$ cat config.mk
export PLATFORM = sky130hd
export DESIGN_NAME = count_watch_flat
export DESIGN_NICKNAME = d
export VERILOG_FILES = /design/src/rtl/count_watch_pkg.sv /design/src/rtl/count_watch_if.sv /design/src/rtl/count_watch_wrap_detector.sv /design/src/rtl/count_watch.sv /design/src/flat_wrapper.sv
export SDC_FILE = /design/constraint.sdc
export NUM_CORES = 1
export LEC_CHECK = 0
export CAP_MARGIN = 0
export CELL_PAD_IN_SITES_DETAIL_PLACEMENT = 0
export CELL_PAD_IN_SITES_GLOBAL_PLACEMENT = 2
export CORE_MARGIN = 2
export CORE_UTILIZATION = 32
export DETAILED_ROUTE_END_ITERATION = 12
export PLACE_DENSITY_LB_ADDON = 0.1
export SLEW_MARGIN = 10
export SYNTH_ARGS = -nofsm -noshare
export SYNTH_HDL_FRONTEND = slang
export SYNTH_SLANG_ARGS = --single-unit
$ cat constraint.sdc
create_clock -name clk -period 2.2 [get_ports clk]
set_input_delay 0.33 -clock clk [delete_from_list [all_inputs] [get_ports clk]]
set_output_delay 0.33 -clock clk [all_outputs]
set_load 0.03 [all_outputs]
$ cat src/rtl/count_watch_pkg.sv
// Shared types and default constants for the count_watch monitor.
package count_watch_pkg;

  localparam int unsigned DEFAULT_WIDTH  = 8;
  localparam int unsigned DEFAULT_WRAP_W = 4;

  localparam logic [DEFAULT_WIDTH-1:0] CNT_MAX = {DEFAULT_WIDTH{1'b1}};

  typedef enum logic [1:0] {
    StIdle,
    StArmed,
    StPend
  } state_t;

endpackage

$ cat src/rtl/count_watch_if.sv
// Signal bundle between the counter/control side (master) and the monitor (slave).
interface count_watch_if #(
  parameter int unsigned WIDTH  = 8,
  parameter int unsigned WRAP_W = 4
);

  logic              enable;
  logic [WIDTH-1:0]  count;
  logic              arm;
  logic [WIDTH-1:0]  threshold;
  logic              irq_ack;
  logic              irq;
  logic [WIDTH-1:0]  hit_count;
  logic              wrap_pulse;
  logic [WRAP_W-1:0] wrap_total;
  logic              overflow;

  modport master (
    output enable, count, arm, threshold, irq_ack,
    input  irq, hit_count, wrap_pulse, wrap_total, overflow
  );

  modport slave (
    input  enable, count, arm, threshold, irq_ack,
    output irq, hit_count, wrap_pulse, wrap_total, overflow
  );

endinterface

$ cat src/rtl/count_watch_wrap_detector.sv
// Detects max->0 wrap of a running counter and keeps a wrap tally with sticky overflow.
module count_watch_wrap_detector #(
  parameter int unsigned WIDTH  = 8,
  parameter int unsigned WRAP_W = 4
) (
  input  logic              clk,
  input  logic              rst,
  input  logic              enable,
  input  logic [WIDTH-1:0]  count,
  output logic              wrap_pulse,
  output logic [WRAP_W-1:0] wrap_total,
  output logic              overflow
);

  localparam logic [WIDTH-1:0] MaxVal = {WIDTH{1'b1}};

  logic [WIDTH-1:0]  prev_q;
  logic              valid_q;
  logic              enable_q;
  logic              pulse_q;
  logic [WRAP_W-1:0] total_q;
  logic              overflow_q;
  logic              wrap_det;

  // enable_q is the enable seen on the edge that moved count from prev_q to its current value.
  assign wrap_det = valid_q && enable_q && (prev_q == MaxVal) && (count == '0);

  always_ff @(posedge clk or posedge rst) begin
    if (rst) begin
      prev_q     <= '0;
      valid_q    <= 1'b0;
      enable_q   <= 1'b0;
      pulse_q    <= 1'b0;
      total_q    <= '0;
      overflow_q <= 1'b0;
    end else begin
      prev_q   <= count;
      valid_q  <= 1'b1;
      enable_q <= enable;
      pulse_q  <= wrap_det;
      if (wrap_det) begin
        total_q <= total_q + 1'b1;
        if (total_q == '1) begin
          overflow_q <= 1'b1;
        end
      end
    end
  end

  assign wrap_pulse = pulse_q;
  assign wrap_total = total_q;
  assign overflow   = overflow_q;

endmodule

$ cat src/rtl/count_watch.sv
// Counter monitor: wrap tally plus an armed threshold-match interrupt with acknowledge.
module count_watch
  import count_watch_pkg::*;
#(
  parameter int unsigned WIDTH  = DEFAULT_WIDTH,
  parameter int unsigned WRAP_W = DEFAULT_WRAP_W
) (
  input logic         clk,
  input logic         rst,
  count_watch_if.slave bus
);

  state_t           state_q, state_d;
  logic [WIDTH-1:0] thr_q, thr_d;
  logic [WIDTH-1:0] hit_q, hit_d;
  logic             irq_q, irq_d;

  count_watch_wrap_detector #(
    .WIDTH  (WIDTH),
    .WRAP_W (WRAP_W)
  ) u_wrap_detector (
    .clk        (clk),
    .rst        (rst),
    .enable     (bus.enable),
    .count      (bus.count),
    .wrap_pulse (bus.wrap_pulse),
    .wrap_total (bus.wrap_total),
    .overflow   (bus.overflow)
  );

  always_comb begin
    state_d = state_q;
    thr_d   = thr_q;
    hit_d   = hit_q;
    irq_d   = irq_q;
    unique case (state_q)
      StIdle: begin
        if (bus.arm) begin
          state_d = StArmed;
          thr_d   = bus.threshold;
        end
      end
      StArmed: begin
        // A match takes priority over a simultaneous re-arm.
        if (bus.count == thr_q) begin
          state_d = StPend;
          hit_d   = bus.count;
          irq_d   = 1'b1;
        end else if (bus.arm) begin
          thr_d = bus.threshold;
        end
      end
      StPend: begin
        if (bus.irq_ack) begin
          state_d = StIdle;
          irq_d   = 1'b0;
        end
      end
      default: begin
        state_d = StIdle;
        irq_d   = 1'b0;
      end
    endcase
  end

  always_ff @(posedge clk or posedge rst) begin
    if (rst) begin
      state_q <= StIdle;
      thr_q   <= '0;
      hit_q   <= '0;
      irq_q   <= 1'b0;
    end else begin
      state_q <= state_d;
      thr_q   <= thr_d;
      hit_q   <= hit_d;
      irq_q   <= irq_d;
    end
  end

  assign bus.irq       = irq_q;
  assign bus.hit_count = hit_q;

endmodule

$ cat src/flat_wrapper.sv
// flat-port wrapper written by rule: the top's interface ports become plain ports
module count_watch_flat import count_watch_pkg::*;
#(
  parameter int unsigned WIDTH  = DEFAULT_WIDTH,
  parameter int unsigned WRAP_W = DEFAULT_WRAP_W
)
  (clk, rst, bus_enable, bus_count, bus_arm, bus_threshold, bus_irq_ack, bus_irq, bus_hit_count, bus_wrap_pulse, bus_wrap_total, bus_overflow);
  count_watch_if #(.WIDTH(WIDTH), .WRAP_W(WRAP_W)) bus_i ();
  input logic clk;
  input logic rst;
  input wire logic [$bits(bus_i.enable)-1:0] bus_enable;
  input wire logic [$bits(bus_i.count)-1:0] bus_count;
  input wire logic [$bits(bus_i.arm)-1:0] bus_arm;
  input wire logic [$bits(bus_i.threshold)-1:0] bus_threshold;
  input wire logic [$bits(bus_i.irq_ack)-1:0] bus_irq_ack;
  output wire logic [$bits(bus_i.irq)-1:0] bus_irq;
  output wire logic [$bits(bus_i.hit_count)-1:0] bus_hit_count;
  output wire logic [$bits(bus_i.wrap_pulse)-1:0] bus_wrap_pulse;
  output wire logic [$bits(bus_i.wrap_total)-1:0] bus_wrap_total;
  output wire logic [$bits(bus_i.overflow)-1:0] bus_overflow;
  assign bus_i.enable = bus_enable;
  assign bus_i.count = bus_count;
  assign bus_i.arm = bus_arm;
  assign bus_i.threshold = bus_threshold;
  assign bus_i.irq_ack = bus_irq_ack;
  assign bus_irq = bus_i.irq;
  assign bus_hit_count = bus_i.hit_count;
  assign bus_wrap_pulse = bus_i.wrap_pulse;
  assign bus_wrap_total = bus_i.wrap_total;
  assign bus_overflow = bus_i.overflow;
  count_watch #(.WIDTH(WIDTH), .WRAP_W(WRAP_W)) u_core (.clk(clk), .rst(rst), .bus(bus_i));
endmodule
==> Yosys cells after proc, flatten, opt, wreduce, memory -nomap -nowiden <==
Index checks and enable logic that the tools add are counted.
{ "word_totals": {"output_inout_bits": 15, "inputBits": 21, "regBits": 35} }
{ "op_classes": {"bitwise": 1, "n_eq_ne": 9, "n_mux": 10, "add_sub_neg": 1, "reduce_logical": 11} }
{ "op_table": {"columns": ["op", "count"], "rows": [
  ["8-bit 2-to-1 mux", 2],
  ["8-bit case mux with 2 select lines", 1],
  ["8-bit equality test", 1],
  ["8-bit equality test, second input constant", 1],
  ["8-bit logical NOT", 1],
  ["2-bit 2-to-1 mux", 3],
  ["2-bit != test, second input constant", 3],
  ["2-bit case mux with 3 select lines", 1],
  ["2-bit AND reduction", 3],
  ["3-bit AND reduction", 2],
  ["4-bit by 1-bit adder with 4-bit output, second input constant", 1],
  ["4-bit equality test, second input constant", 1],
  ["1-bit logical AND", 3],
  ["1-bit case mux with 3 select lines", 1],
  ["2-bit by 1-bit equality test with 1-bit output, second input constant", 1],
  ["2-bit equality test, second input constant", 1],
  ["2-bit logical NOT", 1],
  ["1-bit 2-to-1 mux", 2],
  ["2-bit by 1-bit != test with 1-bit output, second input constant", 1],
  ["2-bit nonzero test", 1],
  ["1-bit NOT", 1]
]} }

==> Logic depth before layout (Yosys ltp) <==
{ "depth": {"depth_word": 4, "ltp_mapped": 5, "depth_no_buf": 4} }

==> Modules after synthesis <==
Synthesis repeated with hierarchy kept, for this count alone.
{ "hier_totals": {"cells_unflattened": 98, "area_unflattened_um2": 1441.4} }
{ "by_module_without_submodules": {"columns": ["mod", "cells_each", "area_per_inst_um2", "instances"], "rows": [
  ["count_watch", 60, 847.1, 1],
  ["count_watch_wrap_detector", 38, 594.3, 1]
]} }

==> Least setup slack after synthesis <==
OpenSTA, ideal clock, no wires.
{ "synth_path": {"path_type": "input to register", "startpoint": "input port bus_count[7]", "endpoint": "register u_core.u_wrap_detector.total_q[1] (netlist: u_core.u_wrap_detector.wrap_total[1])", "path_stages": 4, "path_slack_ns": 0.558, "t_required_ns": 2.075, "arrival_ns": 1.517, "path_cell_list": "nand2b_1 or4_4 nor3_4 mux2_4"} }
{ "synth_between": {"elab_chain_len": 2} }
{ "synth_rtl": {"columns": ["item", "line", "rtl"], "rows": [
  ["start, declared", "flat_wrapper.sv:12", "input wire logic [$bits(bus_i.count)-1:0] bus_count;"],
  ["8-bit logical NOT", "count_watch_wrap_detector.sv:26", "assign wrap_det = valid_q && enable_q && (prev_q == MaxVal) && (count == '0);"],
  ["1-bit logical AND", "count_watch_wrap_detector.sv:26", null],
  ["end signal, assigned", "count_watch_wrap_detector.sv:42", "total_q <= total_q + 1'b1;"],
  ["end, declared", "count_watch_wrap_detector.sv:21", "logic [WRAP_W-1:0] total_q;"]
]} }
No other way between the ends.
A chain may end at the register's enable or synchronous reset.

==> Final worst setup path <==
{ "layout_path": {"startpoint": "input port bus_count[6]", "endpoint": "register u_core.hit_q[3] (netlist: u_core.bus.hit_count[3])"} }
{ "layout_between": {"elab_chain_len": 2} }
{ "layout_rtl": {"columns": ["item", "line", "rtl"], "rows": [
  ["8-bit equality test", "count_watch.sv:45", "if (bus.count == thr_q) begin"],
  ["2-bit AND reduction (no line)", null, null],
  ["end signal, assigned", "count_watch.sv:75", "hit_q <= hit_d;"],
  ["end, declared", "count_watch.sv:15", "logic [WIDTH-1:0] hit_q, hit_d;"]
]} }
No other way between the ends.

==> impl_metrics.csv <==
group,metric,value,unit
sta,hold_violations,0,
critical_path,startpoint_type,"primary input",
critical_path,crit_required,2.37,ns
drt,dr.pass1.iters,2,
power,seqPwrFrac,45.3,%
clocking,cts_buffers,5,
global_route,grt_util_met1,16.6,%
synth,ys_seq_elements,35,
power,power.leakage,0.917,nW
drt,wl,2770,microns
critical_path,critical_path_class,"primary input to register",
synth,synth_cells,92,
sta,setup_viol,0,
worst_hold_path,hold_class,"primary input to async pin",
drt,drc_errors,0,
placement,place_hpwl,2110,microns
clocking,path_clk_slew,0.07,ns
clocking,post-cts-setup-buffers,0,
placement,place_area,1880,sq um
placement,gp_congestion,0.723,
power,switchingPower,433,uW
global_route,grt_pass1_wl,4820,microns
clocking,hold_buffers,0,
synth,avgSynthCellArea,15.3,sq um
synth,synth_largest_area_cell,"dfrtp_1",
synth,netlist_top_cells_area,"dfrtp_1, mux2_2, xor2_1",
critical_path,startpoint,"bus_count[6]",
placement,dp_cells,186,
layout,final_nets,163,
drt,drtAntennaViolNets,0,
synth,synth_top_area_share,62.2,%
run,maxCapViolations,0,
drt,viasPerCell,4.60,
global_route,track_usage,13.1,%
synth,yosysWarningCount,0,
synth,synth_edf_count,0,
synth,synthArstFlopShare,100,%
critical_path,r2r_slack,0.48,ns
synth,synthDistinctLibCells,29,
clocking,clock_latency,0.29,ns
global_route,grt_max_degree,36,
global_route,antenna_found_initial,0,
die,core,4290,sq um
synth,synth_nets,114,
die,initial_core_util,32.8,%
layout,diodes,0,
power,power.share.switching,26.4,%
power,p_int,1.21,mW
critical_path,endpoint_kind,"register",
sta,fin_crit,1.91,ns
die,die_h,70.4,microns
drt,wl_per_cell,14.3,microns
power,power_density,827,nW/um^2
synth,synth_flop_cell,"dfrtp_1",
global_route,grt_util_met2,20.1,%
sta,max_freq,524,MHz
critical_path,rr_worst_depth,5,
power,clock_power_share,34.8,%
outcome,status,"completed",
global_route,grt_pass1_vias,932,
die,io_pins,36,
global_route,grt-busiest-layer,"met2",
layout,areaGrowthSynthToFinish,41.2,%
clocking,cts_tree,"done",
layout,fin_util,46.3,%
critical_path,critical_path_arrival,2.07,ns
clocking,cts.repair.resized,0,
sta,drv_slew,0,
clocking,clockBufferDepth,2,
layout,instances_no_fill,194,
synth,synth_common_cells,"dfrtp_1, mux2_2, xor2_1",
sta,rsz0062_at_grt,"no",
die,die_w,70.4,microns
power,irDropWorstVdd,0.312,mV
die,dieArea,4950,sq um
power,pwr-share-comb,19.9,%
drt,num_vias,892,
placement,port_buffers,35,
power,total_power,1.64,mW
clocking,cts_root_buf,"clkbuf_8",
drt,drt_iter0_drc,22,
clocking,cts.sinks,35,
layout,fin_area,1990,sq um
synth,synth_most_common_cell,"dfrtp_1",
critical_path,path_max_fanout,6,
critical_path,timing.rr.start,"u_core.thr_q[0]",
critical_path,reg2reg_to,"u_core.bus.hit_count[3]",
sta,fin_crit_sh,86.7,%
die,fp-row-count,24,
global_route,met3_usage,4.91,%
clocking,ctsHtreeMaxLevel,2,
synth,netlist_area,1410,sq um
global_route,overflow,0,
sta,finalClockSkew,0.00494,ns
synth,ys_seq_area_share,62.2,%
layout,drive_gt1_share,26.8,%
==> sequential cells by signal, indices dropped and copies added, names as in the netlist <==
name	flops
u_core.bus.hit_count	8
u_core.bus.irq	1
u_core.state_q	2
u_core.thr_q	8
u_core.u_wrap_detector.enable_q	1
u_core.u_wrap_detector.overflow	1
u_core.u_wrap_detector.prev_q	8
u_core.u_wrap_detector.valid_q	1
u_core.u_wrap_detector.wrap_pulse	1
u_core.u_wrap_detector.wrap_total	4
==> layer usage <==
| layer | part of all wire [%] | vias to the layer above |
|---|---|---|
| li1 | - | 424 |
| met1 | 45 | 438 |
| met2 | 49 | 23 |
| met3 | 5.0 | 7 |
| met4 | 1.8 | 0 |
| met5 | 0 | - |
==> cells in the final DEF, fill, tap and decap left out <==
| master | synthesis | final |
|---|---|---|
| a41o_1 | 1 | 1 |
| nor3_2 | 1 | 1 |
| o21ai_0 | 1 | 1 |
| ha_1 | 1 | 1 |
| nor3_4 | 1 | 1 |
| nor4_1 | 1 | 1 |
| a311oi_1 | 1 | 1 |
| conb_1 | 1 | 1 |
| nor4_4 | 1 | 1 |
| and4_1 | 1 | 1 |
| dfrtp_1 | 35 | 35 |
| nor3_1 | 1 | 1 |
| nand2b_1 | 2 | 2 |
| mux2_1 | 1 | 1 |
| nor4_2 | 1 | 1 |
| or4_4 | 1 | 1 |
| clkinv_2 | 0 | 1 |
| buf_4 | 1 | 8 |
| and4b_1 | 1 | 1 |
| nand3b_1 | 1 | 1 |
| xor2_1 | 8 | 8 |
| mux2_2 | 15 | 15 |
| a21o_1 | 2 | 2 |
| inv_1 | 2 | 2 |
| clkdlybuf4s50_1 | 0 | 35 |
| clkbuf_8 | 0 | 5 |
| clkinv_4 | 0 | 1 |
| mux2_4 | 1 | 1 |
| nand4_1 | 2 | 2 |
| xnor2_1 | 3 | 3 |
| nor2_1 | 3 | 3 |
| nand3_1 | 1 | 1 |
| a31oi_4 | 1 | 1 |
| bufinv_16 | 0 | 1 |
==> critical path, stage by stage <==
cell             delay (ns)
clkdlybuf4s50_1        0.51
xor2_1                 0.20
nor2_1                 0.27
and4b_1                0.26
buf_4                  0.16
mux2_2                 0.35
==> through the flow <==
stage	hold WS (ns)	TNS, ns	worst slack [ns]
after global routing	0.460	0	0.193
after floorplan	0.361	0	0.558
final	0.435	0	0.293
after CTS	0.445	0	0.287
after detailed placement	0.463	-0.0327	-0.0238
after global placement	0.455	0	0.0222
==> final cells by class <==
type / instances / area [sq um]
Clock buffer: 5 / 68.8
Sequential cell: 35 / 876
Fill cell: 403 / 2300
Tap cell: 52 / 65.1
Multi-Input combinational cell: 54 / 518
Timing Repair Buffer: 43 / 410
Clock inverter: 3 / 43.8
Inverter: 2 / 7.51
==> worst max-delay path by stage <==
stage                                                 endpoint  slack (ns)  depth (start not counted)
after detailed placement               u_core.bus.hit_count[3]       -0.02                          6
final                                  u_core.bus.hit_count[3]        0.29                          6
after global routing      u_core.u_wrap_detector.wrap_total[3]        0.19                          6
after CTS                              u_core.bus.hit_count[3]        0.29                          6
after floorplan           u_core.u_wrap_detector.wrap_total[1]        0.56                          4
after global placement                 u_core.bus.hit_count[1]        0.02                          6
==> logic make-up after synthesis <==
group	share of synthesized area, %
simple gates	10.7
xor+xnor	6.84
flops	62.2
buf+inv	1.07
fa+ha+maj	0.888
mux	13.9
compound gates	4.26
other cells	0.266
==> power by group through the flow <==
stage / Combinational (mW) / Sequential, mW / Clock (mW)
final: 0.327 / 0.745 / 0.572
after detailed placement: 0.332 / 0.761 / 0
after CTS: 0.333 / 0.748 / 0.595
after global routing: 0.351 / 0.755 / 0.622
after global placement: 0.327 / 0.757 / 0
after floorplan: 0.0974 / 0.833 / 0
No activity file was read; power rests on OpenSTA's default activity.
==> RTL change 1 (same flow settings) <==
The package constant `DEFAULT_WRAP_W` goes from 4 to 5.
--- a/src/rtl/count_watch_pkg.sv
+++ b/src/rtl/count_watch_pkg.sv
@@ -2,7 +2,7 @@
 package count_watch_pkg;
 
   localparam int unsigned DEFAULT_WIDTH  = 8;
-  localparam int unsigned DEFAULT_WRAP_W = 4;
+  localparam int unsigned DEFAULT_WRAP_W = 5;
 
   localparam logic [DEFAULT_WIDTH-1:0] CNT_MAX = {DEFAULT_WIDTH{1'b1}};
 
Interface: changed (resized bus_wrap_total); port bits go from 36 to 37. No check against the original RTL was run, so the function may have changed too.
==> RTL change 1 against the original RTL <==
- setup slack worse by 0.067 ns
- die area up 3.2%
- sequential cell count grew 1
- wire length increased by 3.5%
- total power is 5.7% higher
- synthesized area rose by 3.4%
- cell area increased by 6.1%
- worst hold slack improved by 0.015 ns
- maximum frequency is 3.4% lower
- critical endpoint is now u_core.thr_q[7]
- largest cell class unchanged
==> RTL change 1: results <==
[layout]
drive_gt1_share_pct = 29.2
nets = 176
nFillCells = 402

[grt]
met1_usage_pct = 17.3
gr-usage-all-layers_pct = 12.6

[worst_setup_path]
crit_fanout = 7
regToRegEndpoint = u_core.thr_q[7]
ff2ff_setup_slack_ns = 0.38
critPathMaxStageDelay_ns = 0.58

[timing]
hold_ws_ns = 0.450
skew_ns = 0.00268
post-route-period-util_pct = 89.7

[drt]
wirelength_um = 2860
route.met2.wl_um = 1340
wl_met1_um = 1300
wl_met3_um = 163
first_iter_violations = 25

[yosys]
seq_area_frac_synth_pct = 61.9
synth_compound_area_share_pct = 3.87
synth-xor-area-share_pct = 6.62
synth_area_leaders = dfrtp_1 62%, mux2_2 14%, xnor2_1 4.8%
syn_avg_cell_area_um2 = 14.9
synth_nets = 121
synth.distinct_cells = 24

[status]
status = complete, no violations

[placed_design]
portBuffers = 36
[RTL change 1: area by class of cell]
class | instances | area share [%]
flip-flops and latches | 36 | 42.7
repair buffers | 48 | 21.9
well taps | 52 | 3.08
clock inverters | 1 | 1.42
clock buffers | 7 | 4.56
multi-input cells | 59 | 25.8
inverters | 3 | 0.533
[RTL change 1: report_power, final]
part | leakage, nW | internal (mW) | switching (mW)
Combinational | 0.444 | 0.177 | 0.170
Sequential | 0.453 | 0.728 | 0.0351
Clock | 0.0645 | 0.400 | 0.227
Total | 0.962 | 1.30 | 0.433
[RTL change 1: cells by family (layout without fill, tap and decap cells)]
| kind of cell | after synthesis | count (layout) |
|---|---|---|
| xor+xnor | 11 | 11 |
| compound gates | 5 | 5 |
| other cells | 1 | 1 |
| fa+ha+maj | 2 | 2 |
| mux | 18 | 18 |
| buf+inv | 3 | 59 |
| flops | 36 | 36 |
| simple gates | 22 | 22 |
==> RTL change 2 (same settings) <==
Without the edit above. Encoding of `state_t`: now one-hot (3 bits for 3 states).
--- a/src/rtl/count_watch_pkg.sv
+++ b/src/rtl/count_watch_pkg.sv
@@ -6,10 +6,10 @@
 
   localparam logic [DEFAULT_WIDTH-1:0] CNT_MAX = {DEFAULT_WIDTH{1'b1}};
 
-  typedef enum logic [1:0] {
-    StIdle,
-    StArmed,
-    StPend
+  typedef enum logic [2:0] {
+    StIdle  = 3'b001,
+    StArmed = 3'b010,
+    StPend  = 3'b100
   } state_t;
 
 endpackage
Check against the original RTL: same outputs for any inputs over 10 cycles, from zero or initial values and one cycle with rst high; not proved beyond that.
==> RTL change 2 against the original RTL <==
- cell count up 11%
- core utilization up 1.4 points
- sequential cell count up 1
- wire length up 11%
- total power up 17%
- setup slack worse by 0.031 ns
- cell area up 6.7%
- synthesized area up 6.9%
- die area up 6.5%
- largest cell class unchanged
==> RTL change 2: results <==
[clock_tree]
cts_sinks = 36

[die]
die_w_um = 72.6

[power]
combPwrFrac_pct = 27.7
p_total_mw = 1.93
pg_clk_mw = 0.509
ir_drop_mv = 0.371

[layout]
nFillCells = 417
seq_share_pct = 42.5
multi_input_area_share_pct = 27.9
n_all_buffers = 49
synthToLayoutAreaGrowth_pct = 40.9
nets = 184
clkCellAreaFrac_pct = 4.72
multi_input_comb_cells = 68
stdcell_count = 215

[placed_design]
dpl.cell_count = 207
post-place-ws_ns = -0.0548
place.detailed.hpwl_um = 2310
placed_area_um2 = 2020

[worst_setup_path]
crit_fanout = 8
arrival_ns = 2.10
critPathMaxStageDelay_ns = 0.53

[drt]
vias = 1004
first_iter_violations = 32
drt_first_pass_iters = 4

[yosys]
synthMuxAreaShare_pct = 12.7
synth_nets = 129
synth-xor-area-share_pct = 6.98
synth.distinct_cells = 31
synth_common_cells = 35 x dfrtp_1, 14 x mux2_2, 12 x xor2_1
seq_area_frac_synth_pct = 59.9

[timing]
skew_ns = 0.00765

[status]
status = complete, no violations

[grt]
gr-usage-all-layers_pct = 13.4
grt_pass1_wl_um = 5290
## RTL change 2: path summary, 6_finish.rpt
kind	start	to	slack, ns	cells past startpoint
max	bus_count[3]	u_core.thr_q[5]	0.26	6
min	rst	u_core.u_wrap_detector.wrap_total[0]	0.45	3
min in group clk	u_core.u_wrap_detector.overflow	u_core.u_wrap_detector.overflow	0.47	1
max in group asynchronous	rst	u_core.state_q[0]	1.41	3
max reg2reg	u_core.state_q[0]	u_core.thr_q[5]	0.41	4
min reg2reg	u_core.u_wrap_detector.overflow	u_core.u_wrap_detector.overflow	0.47	1
## RTL change 2: routing by layer
metal / GRT usage [%] / share of wire (%) / up-vias / routed length [um]
met5: 0 / 0 / - / 0
met4: 4.94 / 1.6 / 0 / 50
met3: 4.83 / 5.0 / 5 / 152
met2: 21.4 / 50 / 24 / 1530
met1: 16.8 / 43 / 481 / 1330
li1: - / - / 494 / -
